File: src/rtl/lab4_net_router_output_credit_ctrl_if.sv
// lab4_net_router_output_credit_ctrl_if
// Request/grant/credit bundle between one router output port and its
// neighbours: per-input requests come in, a one-hot grant goes back, the
// downstream queue returns credits, and free-entry counts are exported.
// Optional: LAB4_NET_OUTPUT_CTRL_STATS_EN adds the 32-bit grant_count signal.
interface lab4_net_router_output_credit_ctrl_if #(
    parameter int p_num_free_nbits = 3,
    parameter int f                = 2
);
    logic [2:0]                  reqs;
    logic [2:0]                  grants;
    logic                        out_val;
    logic                        credit_ret;
    logic [p_num_free_nbits-1:0] num_free;
    logic [f-1:0]                free_sat;
`ifdef LAB4_NET_OUTPUT_CTRL_STATS_EN
    logic [31:0]                 grant_count;

    // Controller side: arbitrates and tracks credits.
    modport master (
        input  reqs, credit_ret,
        output grants, out_val, num_free, free_sat, grant_count
    );

    // Environment side: input controllers, downstream queue, route compute.
    modport slave (
        output reqs, credit_ret,
        input  grants, out_val, num_free, free_sat, grant_count
    );
`else
    // Controller side: arbitrates and tracks credits.
    modport master (
        input  reqs, credit_ret,
        output grants, out_val, num_free, free_sat
    );

    // Environment side: input controllers, downstream queue, route compute.
    modport slave (
        output reqs, credit_ret,
        input  grants, out_val, num_free, free_sat
    );
`endif
endinterface

File: src/rtl/lab4_net_router_output_credit_ctrl.sv
// lab4_net_router_output_credit_ctrl
// Output-port controller of the router: round-robin arbitration among the
// west/terminal/east input controllers, gated by credits of the downstream
// input queue. Grants are combinational from the registered credit count and
// priority pointer; a granted input dequeues its flit in the same cycle.
// Optional: define LAB4_NET_OUTPUT_CTRL_STATS_EN to add a wrapping 32-bit
// count of cycles in which a flit left on the channel (grant_count).
module lab4_net_router_output_credit_ctrl #(
    parameter int p_num_entries    = 4,
    parameter int p_num_free_nbits = 3,
    parameter int f                = 2
) (
    input  logic clk,
    input  logic reset,
    lab4_net_router_output_credit_ctrl_if.master bus
);

    localparam logic [p_num_free_nbits-1:0] lp_max_credits = p_num_free_nbits'(p_num_entries);
    localparam logic [p_num_free_nbits-1:0] lp_one         = p_num_free_nbits'(1);
    localparam logic [p_num_free_nbits-1:0] lp_zero        = '0;
    localparam int                          lp_sat_max     = (2 ** f) - 1;

    logic [p_num_free_nbits-1:0] r_credits;
    logic [2:0]                  r_prio;      // one-hot: input with highest priority
    logic [2:0]                  w_grants;
    logic                        w_out_val;
    logic [p_num_free_nbits-1:0] w_credits_next;
    logic [f-1:0]                w_free_sat;

    // Round-robin pick starting at the priority input, only when a credit is held.
    always_comb begin
        // NOTE: every signal written here gets a default first, so no input combination can leave it holding a value (a latch).
        w_grants = 3'b000;
        if (!reset && (r_credits != lp_zero)) begin
            case (r_prio)
                3'b001: begin
                    if      (bus.reqs[0]) w_grants = 3'b001;
                    else if (bus.reqs[1]) w_grants = 3'b010;
                    else if (bus.reqs[2]) w_grants = 3'b100;
                end
                3'b010: begin
                    if      (bus.reqs[1]) w_grants = 3'b010;
                    else if (bus.reqs[2]) w_grants = 3'b100;
                    else if (bus.reqs[0]) w_grants = 3'b001;
                end
                3'b100: begin
                    if      (bus.reqs[2]) w_grants = 3'b100;
                    else if (bus.reqs[0]) w_grants = 3'b001;
                    else if (bus.reqs[1]) w_grants = 3'b010;
                end
                default: w_grants = 3'b000;
            endcase
        end
    end

    assign w_out_val = |w_grants;

    // Credit bookkeeping: a send consumes one, a return restores one; both cancel.
    always_comb begin
        w_credits_next = r_credits;
        if (w_out_val && !bus.credit_ret) begin
            w_credits_next = r_credits - lp_one;
        end else if (!w_out_val && bus.credit_ret && (r_credits != lp_max_credits)) begin
            // A return while already full is a protocol error; the count saturates.
            w_credits_next = r_credits + lp_one;
        end
    end

    // Credit counter and priority pointer; winner of a grant becomes lowest priority.
    always_ff @(posedge clk) begin
        // NOTE: state is written with non-blocking assignments so every flop samples pre-edge values.
        if (reset) begin
            r_credits <= lp_max_credits;
            r_prio    <= 3'b001;
        end else begin
            r_credits <= w_credits_next;
            if (w_out_val) begin
                r_prio <= {w_grants[1:0], w_grants[2]};
            end
        end
    end

    // Saturated free count for adaptive route compute upstream.
    always_comb begin
        if (int'(r_credits) > lp_sat_max) begin
            w_free_sat = f'(lp_sat_max);
        end else begin
            w_free_sat = f'(r_credits);
        end
    end

    assign bus.grants   = w_grants;
    assign bus.out_val  = w_out_val;
    assign bus.num_free = r_credits;
    assign bus.free_sat = w_free_sat;

`ifdef LAB4_NET_OUTPUT_CTRL_STATS_EN
    logic [31:0] r_grant_count;

    // Count cycles with a flit on the channel; wraps naturally at 32 bits.
    always_ff @(posedge clk) begin
        if (reset) begin
            r_grant_count <= 32'd0;
        end else if (w_out_val) begin
            r_grant_count <= r_grant_count + 32'd1;
        end
    end

    assign bus.grant_count = r_grant_count;
`endif

    // Downstream must never return a credit the controller does not owe it.
    a_credit_overflow : assert property (
        @(posedge clk) disable iff (reset)
        !(bus.credit_ret && !w_out_val && (r_credits == lp_max_credits))
    ) else $error("credit_ret received while all credits are free");

endmodule

File: src/flat_wrapper.sv
// flat-port wrapper written by rule: the top's interface ports become plain ports
module lab4_net_router_output_credit_ctrl_flat 
#(
    parameter int p_num_entries    = 4,
    parameter int p_num_free_nbits = 3,
    parameter int f                = 2
)
  (clk, reset, bus_reqs, bus_credit_ret, bus_grants, bus_out_val, bus_num_free, bus_free_sat);
  lab4_net_router_output_credit_ctrl_if #(.p_num_free_nbits(p_num_free_nbits), .f(f)) bus_i ();
  input  logic clk;
  input  logic reset;
  input wire logic [$bits(bus_i.reqs)-1:0] bus_reqs;
  input wire logic [$bits(bus_i.credit_ret)-1:0] bus_credit_ret;
  output wire logic [$bits(bus_i.grants)-1:0] bus_grants;
  output wire logic [$bits(bus_i.out_val)-1:0] bus_out_val;
  output wire logic [$bits(bus_i.num_free)-1:0] bus_num_free;
  output wire logic [$bits(bus_i.free_sat)-1:0] bus_free_sat;
  assign bus_i.reqs = bus_reqs;
  assign bus_i.credit_ret = bus_credit_ret;
  assign bus_grants = bus_i.grants;
  assign bus_out_val = bus_i.out_val;
  assign bus_num_free = bus_i.num_free;
  assign bus_free_sat = bus_i.free_sat;
  lab4_net_router_output_credit_ctrl #(.p_num_entries(p_num_entries), .p_num_free_nbits(p_num_free_nbits), .f(f)) u_core (.clk(clk), .reset(reset), .bus(bus_i));
endmodule
File: config.mk
export PLATFORM = sky130hd
export DESIGN_NAME = lab4_net_router_output_credit_ctrl_flat
export DESIGN_NICKNAME = d
export VERILOG_FILES = /design/src/rtl/lab4_net_router_output_credit_ctrl_if.sv /design/src/rtl/lab4_net_router_output_credit_ctrl.sv /design/src/flat_wrapper.sv
export SDC_FILE = /design/constraint.sdc
export NUM_CORES = 1
export LEC_CHECK = 0
export ABC_AREA = 1
export BUFFER_PORTS_ARGS = -buffer_cell sky130_fd_sc_hd__buf_2
export CAP_MARGIN = 30
export CORE_AREA = 2 2 39 41
export DETAILED_ROUTE_END_ITERATION = 8
export DIE_AREA = 0 0 41 43
export PLACE_DENSITY = 0.63
export RECOVER_POWER = 50
export SYNTH_ARGS = -nofsm -noshare
export SYNTH_HDL_FRONTEND = slang
export SYNTH_SLANG_ARGS = --single-unit
export TNS_END_PERCENT = 10
File: constraint.sdc
create_clock -name clk -period 4.28 [get_ports clk]
set_input_delay 0.428 -clock clk [delete_from_list [all_inputs] [get_ports clk]]
set_output_delay 0.428 -clock clk [all_outputs]
set_load 0.01 [all_outputs]
==> Word-level counts from Yosys, hierarchy flattened <==
Index checks and enable logic that the tools add are counted.
{ "op_classes": {"add_sub_neg": 2, "n_mul": 0, "div_mod_pow": 0, "n_lt_le_gt_ge": 1, "n_eq_ne": 4, "shift": 0, "mux": 14, "bitwise_logic": 0, "n_reduce_logical": 10} }
{ "ops": {"columns": ["cell", "count"], "rows": [
  ["2-to-1 mux 3 bit", 10],
  ["case mux 3 bit (3 select lines)", 1],
  ["logical AND 1 bit", 4],
  ["2-to-1 mux 2 bit", 2],
  ["adder 3 x 1 -> 3 bit (second input constant)", 1],
  ["== test 3 x 1 -> 1 bit (second input constant)", 1],
  ["== test 3 x 2 -> 1 bit (second input constant)", 1],
  ["== test 3 bit (second input constant)", 1],
  ["greater-than comparator 3 x 2 -> 1 bit (second input constant)", 1],
  ["zero test 1 bit", 3],
  ["!= test 3 bit (second input constant)", 1],
  ["nonzero test 3 bit", 1],
  ["OR reduction 3 bit", 1],
  ["subtractor 3 x 1 -> 3 bit (second input constant)", 1],
  ["nonzero test 2 bit", 1],
  ["2-to-1 mux 1 bit", 1]
]} }
{ "word_totals": {"reg_bits": 6, "latch_bits": 0, "ramBits": 0, "romBits": 0, "output_inout_bits": 9, "wordCells": 33, "n_memories": 0} }

==> Logic depth before layout (Yosys ltp) <==
{ "depth": {"word_depth": 11, "ltp_mapped": 13, "ltp_nobuf": 13} }

==> Least setup slack after synthesis <==
OpenSTA, ideal clock, no wires.
{ "synth_timing": {"path_kind": "register -> register", "startpoint": "register u_core.r_credits[2], in the netlist u_core.bus.num_free[2]", "endpoint": "register u_core.r_credits[2], in the netlist u_core.bus.num_free[2]", "setup_time_ns": 0.120, "arrival_time_ns": 1.779, "required_time_ns": 4.160, "setup_slack_ns": 2.381, "path_stages_with_launch": 13, "n_path_buf": 0, "synth_period_minus_slack_ns": 1.899, "path_cell_list": "dfxtp_1 > inv_2 > nand2_2 > nor2_1 > nor2_2 > nand3_2 > nand3_2 > nand2_4 > fa_1 > inv_1 > nand3_1 > nand3_1 > nand3_1"} }
{ "synth_via": {"elab_chain_len": 8, "word_cells_on_any_way": 14, "classes_between": "add/sub: 2; eq/ne: 1; mux: 3; reduce/logical: 8"} }
{ "synth_lines": {"columns": ["element", "line", "rtl"], "rows": [
  ["start, declared", "lab4_net_router_output_credit_ctrl.sv:23", "logic [p_num_free_nbits-1:0] r_credits;"],
  ["start signal, assigned", "lab4_net_router_output_credit_ctrl.sv:73", "r_credits <= lp_max_credits;"],
  ["start signal, assigned", "lab4_net_router_output_credit_ctrl.sv:76", "r_credits <= w_credits_next;"],
  ["nonzero test 3 bit (*)", "lab4_net_router_output_credit_ctrl.sv:34", "if (!reset && (r_credits != lp_zero)) begin"],
  ["logical AND 1 bit (*)", "lab4_net_router_output_credit_ctrl.sv:34", null],
  ["2-to-1 mux 3 bit (*)", "lab4_net_router_output_credit_ctrl.sv:34", null],
  ["OR reduction 3 bit (*)", "lab4_net_router_output_credit_ctrl.sv:56", "assign w_out_val = |w_grants;"],
  ["net bus_out_val", "flat_wrapper.sv:15", "output wire logic [$bits(bus_i.out_val)-1:0] bus_out_val;"],
  ["zero test 1 bit", "lab4_net_router_output_credit_ctrl.sv:63", "end else if (!w_out_val && bus.credit_ret && (r_credits != lp_max_credits)) begin"],
  ["logical AND 1 bit (2 in series)", "lab4_net_router_output_credit_ctrl.sv:63", null],
  ["nonzero test 2 bit (no source line)", null, null]
]} }
The timed path passes the listed nets; every way through them passes the cells marked *. The select of a mux whose other input is x is not followed.
A chain may end at the register's enable or synchronous reset.

==> Final worst setup path <==
{ "layout_timing": {"startpoint": "register u_core.r_prio[0]", "endpoint": "register u_core.r_credits[2], in the netlist u_core.bus.num_free[2]"} }
{ "layout_via": {"elab_chain_len": 8, "word_cells_on_any_way": 12, "classes_between": "eq/ne: 3; mux: 3; reduce/logical: 6"} }
{ "layout_lines": {"columns": ["element", "line", "rtl"], "rows": [
  ["start, declared", "lab4_net_router_output_credit_ctrl.sv:24", "logic [2:0] r_prio;"],
  ["start signal, assigned", "lab4_net_router_output_credit_ctrl.sv:78", "r_prio <= {w_grants[1:0], w_grants[2]};"],
  ["== test 3 bit, or another cell as far along", "lab4_net_router_output_credit_ctrl.sv:35", "case (r_prio)"],
  ["case mux 3 bit (3 select lines) (*)", "lab4_net_router_output_credit_ctrl.sv:35", null],
  ["2-to-1 mux 3 bit (*)", "lab4_net_router_output_credit_ctrl.sv:34", null],
  ["OR reduction 3 bit (*)", "lab4_net_router_output_credit_ctrl.sv:56", null],
  ["zero test 1 bit", "lab4_net_router_output_credit_ctrl.sv:63", null],
  ["logical AND 1 bit (2 in series)", "lab4_net_router_output_credit_ctrl.sv:63", null],
  ["nonzero test 2 bit (no source line)", null, null]
]} }
Mark *: on every way between the ends. The rest lies on a longest branch, timed or not.

==> results.md <==
- Ports: 15
- Critical path required time: 4.41 ns
- Fin. max-slew vios: 0
- Setup_tns: 0 ns
- Class of the worst hold path: primary input to flop
- Clock period minus worst slack: 2.029 ns
- H-tree levels: 1
- Global route overflow: 0
- Initial Util: 0.3472
- Leakage: 0.3384 nW
- Max incr delay on CP: 0.41 ns
- # setup viols final: 0
- Number of global-route vias before repair: 447
- DRC Markers: 0
- Top_reg_cell synth: dfxtp_1
- Final net count: 106
- RSZ-0062 raised after global routing: false
- Reg clk slew, reported paths: 0.05 ns
- Core box area: 0.001384 mm²
- Share of layout cells above drive strength 1: 0.2165
- CTS buffer count: 3
- Post-Syn Nets: 87
- Cell area after layout: 583.1 µm²
- Die Span X: 41 µm
- Routed Wire Length: 1.058 mm
- Yosys reg bits: 6
- Post-synthesis average cell area: 6.006 µm²
- Worst Skew: 0.001606 ns
- Multi-input combinational cell area: 291.5 µm²
- Rel. slew slack: 0.8454
- CP startpoint kind: flop
- Root buffer cell: clkbuf_4
- R2r startpoint: u_core.r_prio[0]$_SDFFE_PP1P_
- Sequential area share after synthesis: 0.2500
- Synth top area share: 0.2500
- Critical path destination: u_core.bus.num_free[2]$_SDFFE_PP1P_
- IO buf count: 14
- Area contributors post-synth: dfxtp_1 25%, nand2_1 14%, nand3_1 14%
- RePlAce Congestion: 0.7411
- N_diodes: 0
- CP top delay family: simple AND/OR/NAND/NOR gates
- Synth cell count leaders: 18 x nand2_1, 15 x inv_1, 13 x nand3_1, 7 x nor2_1, 6 x dfxtp_1
- Overall Power: 0.0002129 W
- Area leader, netlist: dfxtp_1
- Reg-to-Reg End: u_core.bus.num_free[2]$_SDFFE_PP1P_
- # Post-CTS Setup Buffers: 0
- Count of buffer and inverter cells on the critical path: 2
- Placed standard-cell area: 570.5 µm²
- Power per cell area: 365.2 mW/mm²
- Routed len/inst: 9.363 µm
- Period utilization: 0.4741
- Worst R2R Setup Slack: 2.25 ns
- Die area: 0.001763 mm²
- Total number of vias: 536
- Worst Path Class, Setup: flop to flop
- Worst Path Max Fanout: 5
- Post-synth EDFFs: 0
- Clock sink count: 6
- FF+latch area: 120.1 µm²
- Worst skew pair latency: 0.25 ns
- Gate Count Post-Synth: 80
- Routed vias/inst: 4.743
- Hold Fails Final Rpt: 0
- Die Y: 43 µm
- Slowest CP cell: fa_1
- Post-route ant nets: 0
- Post-CTS Hold Buffers: 0
- Pin count of the biggest net entering global routing: 8
- CTS tree: done
- Crit path cell chain: inv_1 -> nand2_1 -> nor2_1 -> nand2_1 -> nand3_1 -> nand2_2 -> nand3_1 -> nand2_4 -> fa_1 -> inv_1 -> nand3_1 -> nand3_1 -> nand3_1
- 1st-iter DRT viols: 10
- Drt pass-1 iters: 4
- Num rows: 14
- Maximum clock path buffer count: 2
- Synth Cell Area: 480.5 µm²
- Worst-Margin Slew: 0.2308 ns
- Global Route Usage Sum: 0.1420
- Final core occ: 0.4213
- Fillers: 158
- P&R area growth vs syn: 21.35%
- CP Capture Type: flop
- DP HPWL: 848.2 µm
- Initial antenna violation count: 0
- Status: completed
- Cell repeated most along the worst path: nand3_1
- Placement Setup Slack: 2.247 ns
- Max Cap Viol: 0
- Netlist cell types: 17
- Critical Path Stages: 13
- Critical Path Source: u_core.r_prio[0]$_SDFFE_PP1P_
- Async SR Flop Fraction: 0
- Post-CTS Resized: 0
- Setup slack after layout: 2.251 ns
- First-pass GRT wire length: 1.752 mm
- Reg2Reg Depth: 13
- VDD IR max: 0.1605 mV
- Yosys warns: 0
- FMAX: 492.8 MHz
- Top-count cell post-synth: nand2_1
- Worst EP arrival: 2.16 ns
power breakdown:
| part | switching, W | internal [W] | total, W |
|---|---|---|---|
| logic | 0.0000549 | 0.0000310 | 0.0000859 |
| registers | 0.00000838 | 0.0000645 | 0.0000729 |
| clock network | 0.0000223 | 0.0000319 | 0.0000541 |
sequential cells by signal, indices dropped and copies added (netlist names):
register and flops:
u_core.r_prio 3, u_core.bus.num_free 3
per-layer routing:
layer  up-vias  share of wire  GRT usage
met5         -              0          0
met4         0          0.013    0.06667
met3         4          0.027    0.01571
met2         7           0.48     0.2188
met1       236           0.48     0.1883
li1        289              -          -
through the flow:
stage,hold WS (ns),std cells
floorplan,0.4675,80
global placement,0.5028,110
detailed placement,0.5067,110
CTS,0.4343,113
global route,0.4432,113
finish,0.4370,113
cells in the final DEF (no fill, tap or decap), types with 3 or more instances in the layout:
cell type	n
inv_1	16
buf_2	10
a21oi_1	5
nor2_1	7
nand2_2	3
nand3_1	14
dfxtp_1	6
clkbuf_4	3
nand2_1	18
clkbuf_1	4
final cells by class:
cell class	instances	share of cell area
timing repair buffer	14	0.1116
clock buffer	3	0.03863
multi-input combinational	57	0.5000
sequential	6	0.2060
tap	16	0.03433
inverter	17	0.1094
how the worst min path moves through the flow:
| stage | start | endpoint | slack (ns) | cells after the start |
|---|---|---|---|---|
| 5_1_grt | reset | u_core.r_prio[2]$_SDFFE_PP0P_ | 0.44 | 2 |
| 6_report | reset | u_core.r_prio[2]$_SDFFE_PP0P_ | 0.44 | 2 |
| 4_1_cts | reset | u_core.r_prio[2]$_SDFFE_PP0P_ | 0.43 | 2 |
| 3_5_place_dp | u_core.bus.num_free[1]$_SDFFE_PP0P_ | u_core.bus.num_free[1]$_SDFFE_PP0P_ | 0.51 | 2 |
| 3_3_place_gp | u_core.bus.num_free[1]$_SDFFE_PP0P_ | u_core.bus.num_free[1]$_SDFFE_PP0P_ | 0.50 | 2 |
| 2_1_floorplan | u_core.r_prio[1]$_SDFFE_PP0P_ | u_core.r_prio[1]$_SDFFE_PP0P_ | 0.47 | 2 |
logic make-up (layout without fill, tap and decap cells):
kind of cell    count (synthesis)  after routing  synth area share
fa+ha+maj                       1              1           0.04167
buf+inv                        17             34            0.1328
flops                           6              6            0.2500
simple gates                   48             48            0.4844
compound gates                  8              8           0.09114
Power figures use the tool's default switching activity.
